<file path="config.mk">
export PLATFORM = sky130hd
export DESIGN_NAME = adder_unit
export DESIGN_NICKNAME = d
export VERILOG_FILES = /design/src/rtl/adder_unit_pkg.sv /design/src/rtl/cla_group.sv /design/src/rtl/adder_unit.sv
export SDC_FILE = /design/constraint.sdc
export NUM_CORES = 1
export LEC_CHECK = 0
export ABC_AREA = 1
export BUFFER_PORTS_ARGS = -buffer_cell sky130_fd_sc_hd__buf_2
export CAP_MARGIN = 10
export CORE_MARGIN = 1
export CORE_UTILIZATION = 50
export CTS_BUF_LIST = sky130_fd_sc_hd__clkbuf_16
export DETAILED_ROUTE_END_ITERATION = 8
export PLACE_DENSITY_LB_ADDON = 0.3
export SYNTH_ARGS = -nofsm -noshare
export SYNTH_HDL_FRONTEND = slang
export SYNTH_SLANG_ARGS = --single-unit
export TNS_END_PERCENT = 30
</file>
<file path="constraint.sdc">
create_clock -name clk -period 0.98 [get_ports clk]
set_clock_uncertainty 0.15 [all_clocks]
set_input_delay 0.196 -clock clk [delete_from_list [all_inputs] [get_ports clk]]
set_output_delay 0.196 -clock clk [all_outputs]
set_load 0.005 [all_outputs]
</file>
<file path="src/rtl/adder_unit_pkg.sv">
// Shared word-length and lookahead-group defaults for the execution-stage adder.
// No logic; constants only.
// No flow control.
package adder_unit_pkg;

    localparam int WORD_LENGTH = 24;
    localparam int GROUP_BITS  = 4;

endpackage

</file>
<file path="src/rtl/cla_group.sv">
// One carry-lookahead slice: sum bits plus group generate/propagate and carry-out.
// Purely combinational, zero latency.
// No flow control.
module cla_group
    import adder_unit_pkg::*;
#(
    parameter int W = GROUP_BITS
) (
    input  logic [W-1:0] a,
    input  logic [W-1:0] b,
    input  logic         cin,
    output logic [W-1:0] sum,
    output logic         gg,
    output logic         gp,
    output logic         cout
);

    logic [W-1:0] g;
    logic [W-1:0] p;
    logic [W-1:0] carry;
    logic         c_prod;
    logic         g_prod;

    assign g = a & b;
    assign p = a ^ b;

    // Each bit carry is a flat sum-of-products of lower generates, not a ripple.
    always_comb begin
        carry  = '0;
        c_prod = 1'b1;
        for (int i = 0; i < W; i++) begin
            c_prod = 1'b1;
            for (int j = i - 1; j >= 0; j--) begin
                carry[i] = carry[i] | (g[j] & c_prod);
                c_prod   = c_prod & p[j];
            end
            carry[i] = carry[i] | (cin & c_prod);
        end
    end

    always_comb begin
        gg     = 1'b0;
        g_prod = 1'b1;
        for (int j = W - 1; j >= 0; j--) begin
            gg     = gg | (g[j] & g_prod);
            g_prod = g_prod & p[j];
        end
    end

    assign gp   = &p;
    assign cout = gg | (gp & cin);
    assign sum  = p ^ carry;

endmodule

</file>
<file path="src/rtl/adder_unit.sv">
// Registered WIDTH-bit adder a + b + in_c with carry-out and signed overflow.
// Latency 1 cycle, one result per clock; no backpressure, outputs hold when in_valid is low.
// Operand/result vectors are MSB-first ([0:WIDTH-1]); arithmetic is done on LSB-first copies.
module adder_unit
    import adder_unit_pkg::*;
#(
    parameter int WIDTH = WORD_LENGTH,
    parameter int GROUP = GROUP_BITS
) (
    input  logic             clk,
    input  logic             rst_n,
    input  logic             in_valid,
    input  logic [0:WIDTH-1] a,
    input  logic [0:WIDTH-1] b,
    input  logic             in_c,
    output logic [0:WIDTH-1] s,
    output logic             out_c,
    output logic             ovf,
    output logic             out_valid
);

    localparam int NG = WIDTH / GROUP;

    logic [WIDTH-1:0] a_le;
    logic [WIDTH-1:0] b_le;
    logic [WIDTH-1:0] sum_le;
    logic [NG-1:0]    grp_g;
    logic [NG-1:0]    grp_p;
    logic [NG-1:0]    grp_cin;
    logic [NG-1:0]    grp_cout;
    logic             carry_out;
    logic             la_prod;
    logic             overflow;

    // Packed assignment keeps numeric value: a[0] lands on a_le[WIDTH-1].
    assign a_le       = a;
    assign b_le       = b;
    assign grp_cin[0] = in_c;

    for (genvar k = 0; k < NG; k++) begin : g_grp
        cla_group #(.W(GROUP)) u_grp (
            .a    (a_le[k*GROUP +: GROUP]),
            .b    (b_le[k*GROUP +: GROUP]),
            .cin  (grp_cin[k]),
            .sum  (sum_le[k*GROUP +: GROUP]),
            .gg   (grp_g[k]),
            .gp   (grp_p[k]),
            .cout (grp_cout[k])
        );
        if (k > 0) begin : g_chain
            assign grp_cin[k] = grp_cout[k-1];
        end
    end

    // Word carry-out straight from group G/P so it does not wait on the ripple.
    always_comb begin
        carry_out = 1'b0;
        la_prod   = 1'b1;
        for (int k = NG - 1; k >= 0; k--) begin
            carry_out = carry_out | (grp_g[k] & la_prod);
            la_prod   = la_prod & grp_p[k];
        end
        carry_out = carry_out | (in_c & la_prod);
    end

    // Carry into the MSB is p ^ sum there; XOR with the MSB group's carry-out.
    assign overflow = a_le[WIDTH-1] ^ b_le[WIDTH-1] ^ sum_le[WIDTH-1] ^ grp_cout[NG-1];

    always_ff @(posedge clk or negedge rst_n) begin
        if (!rst_n) begin
            s         <= '0;
            out_c     <= 1'b0;
            ovf       <= 1'b0;
            out_valid <= 1'b0;
        end else begin
            out_valid <= in_valid;
            if (in_valid) begin
                s     <= sum_le;
                out_c <= carry_out;
                ovf   <= overflow;
            end
        end
    end

endmodule

</file>
==> results of run 1 <==
==> routing by layer <==
| metal | part of all wire, % | wire length (microns) | track usage, % | vias to the layer above |
|---|---|---|---|---|
| met5 | 0 | 0 | 0 | - |
| li1 | - | - | - | 1143 |
| met3 | 5.1 | 387 | 3.38 | 32 |
| met1 | 38 | 2890 | 34.7 | 1185 |
| met2 | 52 | 3990 | 55.2 | 124 |
| met4 | 4.7 | 359 | 14.4 | 0 |
==> final timing paths <==
path / start / depth (start not counted) / slack (ns) / end
max: a[17] / 16 / -1.04 / s[2]
min in group asynchronous: rst_n / 2 / 0.20 / s[13]
max in group asynchronous: rst_n / 3 / 0.09 / out_c
min: in_valid / 2 / 0.1 / out_valid
max reg2reg: s[17] / 2 / 0.12 / s[17]
min reg2reg: s[0] / 2 / 0.32 / s[0]
==> sequential cells by signal, summed over array words and instances, names as in the netlist <==
signal	cells
s	24
ovf	1
out_c	1
out_valid	1
==> layout make-up <==
cell class,count,area (sq um)
well taps,50,62.6
flip-flops and latches,27,676
inverters,27,104
multi-input cells,199,1640
repair buffers,151,1040
clock inverters,1,5.00
clock buffers,3,75.1
fillers,191,459
==> repair_timing <==
item / 4_1_cts / 5_1_grt
endpoints found under the setup margin: 53 / 53
hold endpoints to repair: 27 / 0
pin swaps: 36 / 26
gates cloned: 0 / 0
resized for setup: 40 / 28
buffers inserted: 14 / 9
hold buffers: 1 / 0
==> power breakdown <==
group | leakage, nW | switching, mW | internal, mW
sequential | 0.327 | 0.121 | 1.31
clock | 0.0409 | 0.424 | 0.552
combinational | 1.53 | 0.993 | 1.05
total | 1.90 | 1.54 | 2.92
==> cell families after synthesis <==
logic type / count (synthesis) / share of synthesized area [%]
compound gates: 36 / 9.39
xor+xnor: 12 / 4.90
fa+ha+maj: 30 / 19.6
buf+inv: 32 / 6.06
flops: 27 / 31.5
simple gates: 121 / 28.6
==> cells in the final DEF, fill, tap and decap left out, types with 2 or more instances in the layout <==
master     count
buf_2         71
buf_4         63
nand2_1       58
dfrtp_1       27
inv_1         23
nand2_2       15
o21ai_1       15
ha_1          14
buf_6         14
nand3_1       13
nand2_4       12
ha_4          10
a21oi_2        9
xor2_1         6
nor2_4         5
nand4_1        5
fa_2           5
a21oi_1        4
xnor2_1        4
inv_2          3
nand3_2        3
nor2_1         3
clkbuf_16      3
nor2_2         2
o21bai_1       2
xnor2_2        2
buf_12         2
==> run summary, run 1 <==
The aggregate global-route resource usage is 30.3%. After synthesis the netlist holds a flip-flop and latch count of 27. By instance count, the leading cell after synthesis is nand2_1.

The warning count from the yosys run came out at 0. The number of buffers and inverters on the critical path is 2. Synthesis produced a netlist with a net count of 340. The data required time of the critical path is 1.02 ns.

The post-route netlist has 55.6% of its cells at a drive strength greater than 1. The estimated wirelength of the detail-placed design is 4360 microns. At the pin with the least slew margin, the transition time is 0.275 ns. The number of different library cells used by synthesis comes to 29. The die covers 4560 sq um. The final count of pins violating max slew was 0. The top cell type's share of synthesized area is 31.5%.

After layout, the minimum clock period comes to 2.02 ns. 79 I/O pins were placed. The net count of the finished layout is 491. The count of input and output buffers is 78. The number of vias after detailed routing is 2,484. The flow ran to the end, but the final reports show violations. After global routing the overflow that remains totals 0. The final total negative setup slack is -24.79 ns. The wire length of the first global-routing pass came out at around 10,000 microns. Once placement completed, the tool counted placed cells totaling approximately 430. Summed over all cells, the static leakage comes to 1.90 nW. The horizontal die dimension is about 68 microns. The type of origin of the critical path is an input port. The synthesized design spends more area on one cell type than any other, namely dfrtp_1.

The worst-case setup slack after placement came out at -1.29 ns. The number of hold violations in the final report came out at 0. The maximum vdd ir drop is 0.000939 V. The total inserted antenna cells is 0. In this run the mean area of a mapped cell was ~8.3 sq um.

The normalized max-slew margin came out at around four fifths. The critical path start-end classification is in2reg. The worst setup path is captured at a flop. The initial cell density of the core came out at 52.9%. The most used flip-flop cell after synthesis is dfrtp_1. The final worst-path setup slack came out at -1.04 ns. The number of flops mapped to enable cells by yosys came out at 0. In this design, the largest share of critical-path delay is due to simple AND/OR/NAND/NOR gates. The number of design-rule violations left by the first detailed-router iteration came out at ~100. The floorplan step defined a core boundary enclosing 4060 sq um.

From synthesis to final layout, the design area changed by 67.7%. The share of flip-flops with an asynchronous set or reset after synthesis is between 90% and 100%. The signal arrival time at the worst endpoint is around 2 ns. The total number of H-tree levels came out at 1. Clock latency on the worst-skew pair, taken at its later pin, is about 0.26 ns.

By area the synthesized netlist is led by dfrtp_1 (31%), ha_1 (14%), nand2_1 (12%), fa_1 (5.6%), nand2_4 (4.7%). The pin count of the biggest net entering global routing came out at 29. TritonCTS built the clock tree. Setup repair after global routing could not meet its margin everywhere. The number of global-route vias before repair is 2,386. Dividing the detail-routed via count by the number of cells gives between 5 and 6. Clock-pin slew was measured on the worst setup and hold paths at 0.08 ns. The cell at the slowest stage of the critical path is fa_2. The power per cell area came out at 1240 nW/um^2. The post-route core utilization came out at 88.7%.

The synthesized netlist cell count came out at 258. The initial antenna violation count is 0. Summing every instance area after synthesis gives 2150 sq um. In this design, the critical path's most frequently occurring cell is nand2_4. The stage delay of the slowest cell on the critical path came out at 0.35 ns. Traced cell by cell, the critical path runs through buf_6, ha_4, nand2_4, inv_4, and3_4, nor2_4, nand2_4, nand2_4, nand2_4, nand2_4, nand2_4, nand2_4, nand2_4, fa_2, xnor2_2, o21ai_1.

The remaining antenna violation count came out at 0. The highest net fanout along the worst path came out at 3. Sorting the synthesized cells by how often they occur yields nand2_1 (71), dfrtp_1 (27), ha_1 (24), inv_1 (23), nand3_1 (16). The floorplan has 23 rows. The worst hold slack across all endpoints came out at 0.0954 ns. The die outline height came out at 67.5 microns. The upper clock frequency limit is 496 MHz. The post-layout instance area is 3600 sq um. Dividing the detail-routed wire length by the instance count gives 16.7 microns. The number of clock sinks seen by CTS is 27.

The total clock buffers created by CTS is 3. The detailed-router iteration count before antenna repair came out at 4. Setup violations remaining at the end of the flow were counted as 53. The checks that failed: setup timing.

Of the synthesized area, sequential elements account for between 30% and 40%. The power after layout came out at 4.45 mW. The final instance count without filler cells is 458.

Across the run, the number of max-cap violations was 0. The tree is rooted in a clkbuf_16. For this run, design rule violations remaining after detail routing come to 0.

The share of the clock period used by the worst path after layout is 206%. The min-delay analysis places its worst path in the category in2reg. The cell area after placement is approximately 3100 sq um.

The buffer depth of the longest clock path came out at 2. The total routed wirelength is 7630 microns. At the end of routability-driven placement, the weighted congestion stood at 0.770.
(Power assumes the default switching activity.)
==> run 2, diff against run 1 <==
--- a/config.mk
+++ b/config.mk
@@ -12,7 +12,8 @@
 export CORE_UTILIZATION = 50
 export CTS_BUF_LIST = sky130_fd_sc_hd__clkbuf_16
 export DETAILED_ROUTE_END_ITERATION = 8
-export PLACE_DENSITY_LB_ADDON = 0.3
+export HOLD_SLACK_MARGIN = 0.03
+export PLACE_DENSITY = 0.8
 export SYNTH_ARGS = -nofsm -noshare
 export SYNTH_HDL_FRONTEND = slang
 export SYNTH_SLANG_ARGS = --single-unit
==> run summary, run 2 (synthesis results as in run 1) <==
The area growth from synthesis to layout came out at 77.8%. The worst-case setup slack after placement is -1.27 ns. In the routed design, unresolved DRC markers number 2. At the pin with the least slew margin, the transition time is between 0.2 and 0.25 ns. The wire length of the first global-routing pass is 10,700 microns.

The area of the core is a little over 4000 sq um. The signal arrival time at the worst endpoint is 2.05 ns. The buffer depth of the longest clock path is 2. The initial utilization of the core area, before any placement, comes to 52.9%. The number of global-route vias before repair was about 2,500. Setup violations remaining at the end of the flow were counted as 53. The pin count of the biggest net entering global routing came out at 28. The clock transition at the registers of the reported paths came out at 0.07 ns. The final layout contains routed wiring with a total length of 8870 microns. The area of the die is 4560 sq um. In this run, CTS created clock tree buffers numbering 3. The initial antenna violation count came out at 0. Across all hold checks on the routed design, the worst slack comes to 0.196 ns. The remaining antenna violation count is 0. The leakage component of the power came out at 1.94 nW. The worst hold path belongs to the class in2reg.

The largest register by flop count is s. The number of clock sinks seen by CTS is 27. The share of the clock period used by the worst path after layout came out at 207%. The estimated wirelength of the detail-placed design came out at 4380 microns. The flow ran to the end, but the final reports show violations. The share of post-route cells with drive strength above 1 is 60.9%. The post-layout instance area is 3820 sq um. The flip-flop count of the largest register after layout came out at 24. The horizontal die dimension came out at between 60 and 70 microns.

Buffers placed on the I/O ports in this run total 78. The number of vias after detailed routing came out at 2,615. The number of hold violations in the final report is 0. For this run, the detailed router's first-pass iteration total came to 6. At the end of routability-driven placement, the weighted congestion stood at 0.770.

The critical path start-end classification is in2reg. Cell internal power was estimated by the tool at 3.02 mW. Static timing analysis puts the maximum clock frequency at just under 500 MHz. The post-route core utilization is 94.0%. The number of inserted filler cells in the final layout is 129. The normalized max-slew margin came out at 84.8%. STA classifies the critical path endpoint as a flop. TritonCTS built the clock tree. The part of the total power dissipated in the clock network came out at approximately a fifth. The number of ports placed on the die boundary is 79. The per-cell via count in the routed design is 5.66. The number of violations of the max-capacitance limit came out at 0.

The cell area after placement is 3150 sq um. The design draws about 4.7 mW. The highest net fanout along the worst path came out at 3. The maximum vdd ir drop is 0.00113 V. The number of design-rule violations left by the first detailed-router iteration is 193. The library cell used most frequently in the layout, excluding fill and tap cells, is buf_4.

The master cell of the clock root buffer is clkbuf_16. The power per cell area came out at between 1000 and 1500 nW/um^2. The aggregate global-route resource usage came out at 31.6%. The worst path in the final design needs a cycle of 2.03 ns, including I/O delays and setup.

The worst-skew pair later-pin latency is 0.26 ns. In this run, flip-flops and latches consume 30.9% of the power. In this run the number of H-tree levels came out at 1. At the end of the flow, the number of nets in the layout was 495. The final worst-path setup slack is -1.05 ns. The total inserted antenna cells came out at 0.

The row count came out at 23. Setup repair after global routing could not meet its margin everywhere. The final count of pins violating max slew is 0. The final reports fail on DRC, setup timing. The net switching fraction of the power is a little over a third.

The routed wirelength normalized by instance count came out at 19.2 microns. In the layout the commonest cells are buf_4 (72), buf_2 (66), nand2_1 (59), dfrtp_1 (27), inv_1 (21). The worst setup path is launched from an input port. The switching power summed over all nets came out at 1.66 mW.

The die outline height came out at 67.5 microns. The combinational share of power is 49.0%. The global route total overflow is 0. At the worst endpoint, the required time is 1.01 ns.
run 2: cell count changes in the layout (fill, tap and decap cells not counted), sizes merged:
cell	before	now
buf	150	154
clkinv	1	0
inv	27	28
run 2: timing repair:
item                                   in CTS  in global routing
setup endpoints to repair                  53                 53
hold buffers                                1                  0
resized for setup                          47                 43
setup buffers                              16                  8
pin swaps                                  39                 30
endpoints found under the hold margin      27                  0
run 2: layer usage:
layer | GRT usage [%] | wire [microns] | vias up
li1 | - | - | 1146
met1 | 33.6 | 3150 | 1251
met2 | 57.2 | 4660 | 173
met3 | 7.26 | 634 | 45
met4 | 16.2 | 420 | 0
met5 | 0 | 0 | -
run 2: through the flow:
stage,TNS [ns],std cells
floorplan,-16.55,258
global placement,-23.10,436
detailed placement,-24.18,436
CTS,-20.21,456
global route,-26.11,462
finish,-23.78,462
run 2: path summary, 6_finish.rpt:
kind                           from        end  slack (ns)  cells past startpoint
max reg2reg                   s[17]      s[17]        0.05                      2
max                           b[23]       s[6]       -1.05                     16
max in group asynchronous     rst_n      s[17]        0.25                      3
min                        in_valid  out_valid        0.20                      2
min reg2reg                   s[21]      s[21]        0.34                      2
min in group asynchronous     rst_n       s[4]        0.26                      3
run 2: cell type report:
cell class / count / area [sq um] / share of cell area [%]
tap: 50 / 62.6 / 1.64
timing repair buffer: 155 / 1090 / 28.5
clock buffer: 3 / 75.1 / 1.97
sequential: 27 / 676 / 17.7
inverter: 27 / 104 / 2.72
clock inverter: 1 / 3.75 / 0.0984
multi-input combinational: 199 / 1810 / 47.4
run 2: power by group through the flow:
stage,combinational (mW),clock (mW),sequential (mW)
2_1_floorplan,0.803,0,1.45
3_3_place_gp,1.57,0,1.43
4_1_cts,1.88,0.944,1.42
3_5_place_dp,1.63,0,1.43
6_report,2.29,0.943,1.44
5_1_grt,2.45,0.986,1.45
run 2: critical path, stage by stage:
cell and delay [ns]:
buf_2 0.13, ha_4 0.27, nand2_2 0.05, nand2_2 0.09, nand3_2 0.08, nand2_2 0.09
nand2_2 0.08, nand2_4 0.08, nand2_4 0.05, nand2_4 0.08, nand2_4 0.05, nand2_4 0.08
inv_1 0.07, fa_2 0.34, xor2_1 0.15, o21ai_1 0.17
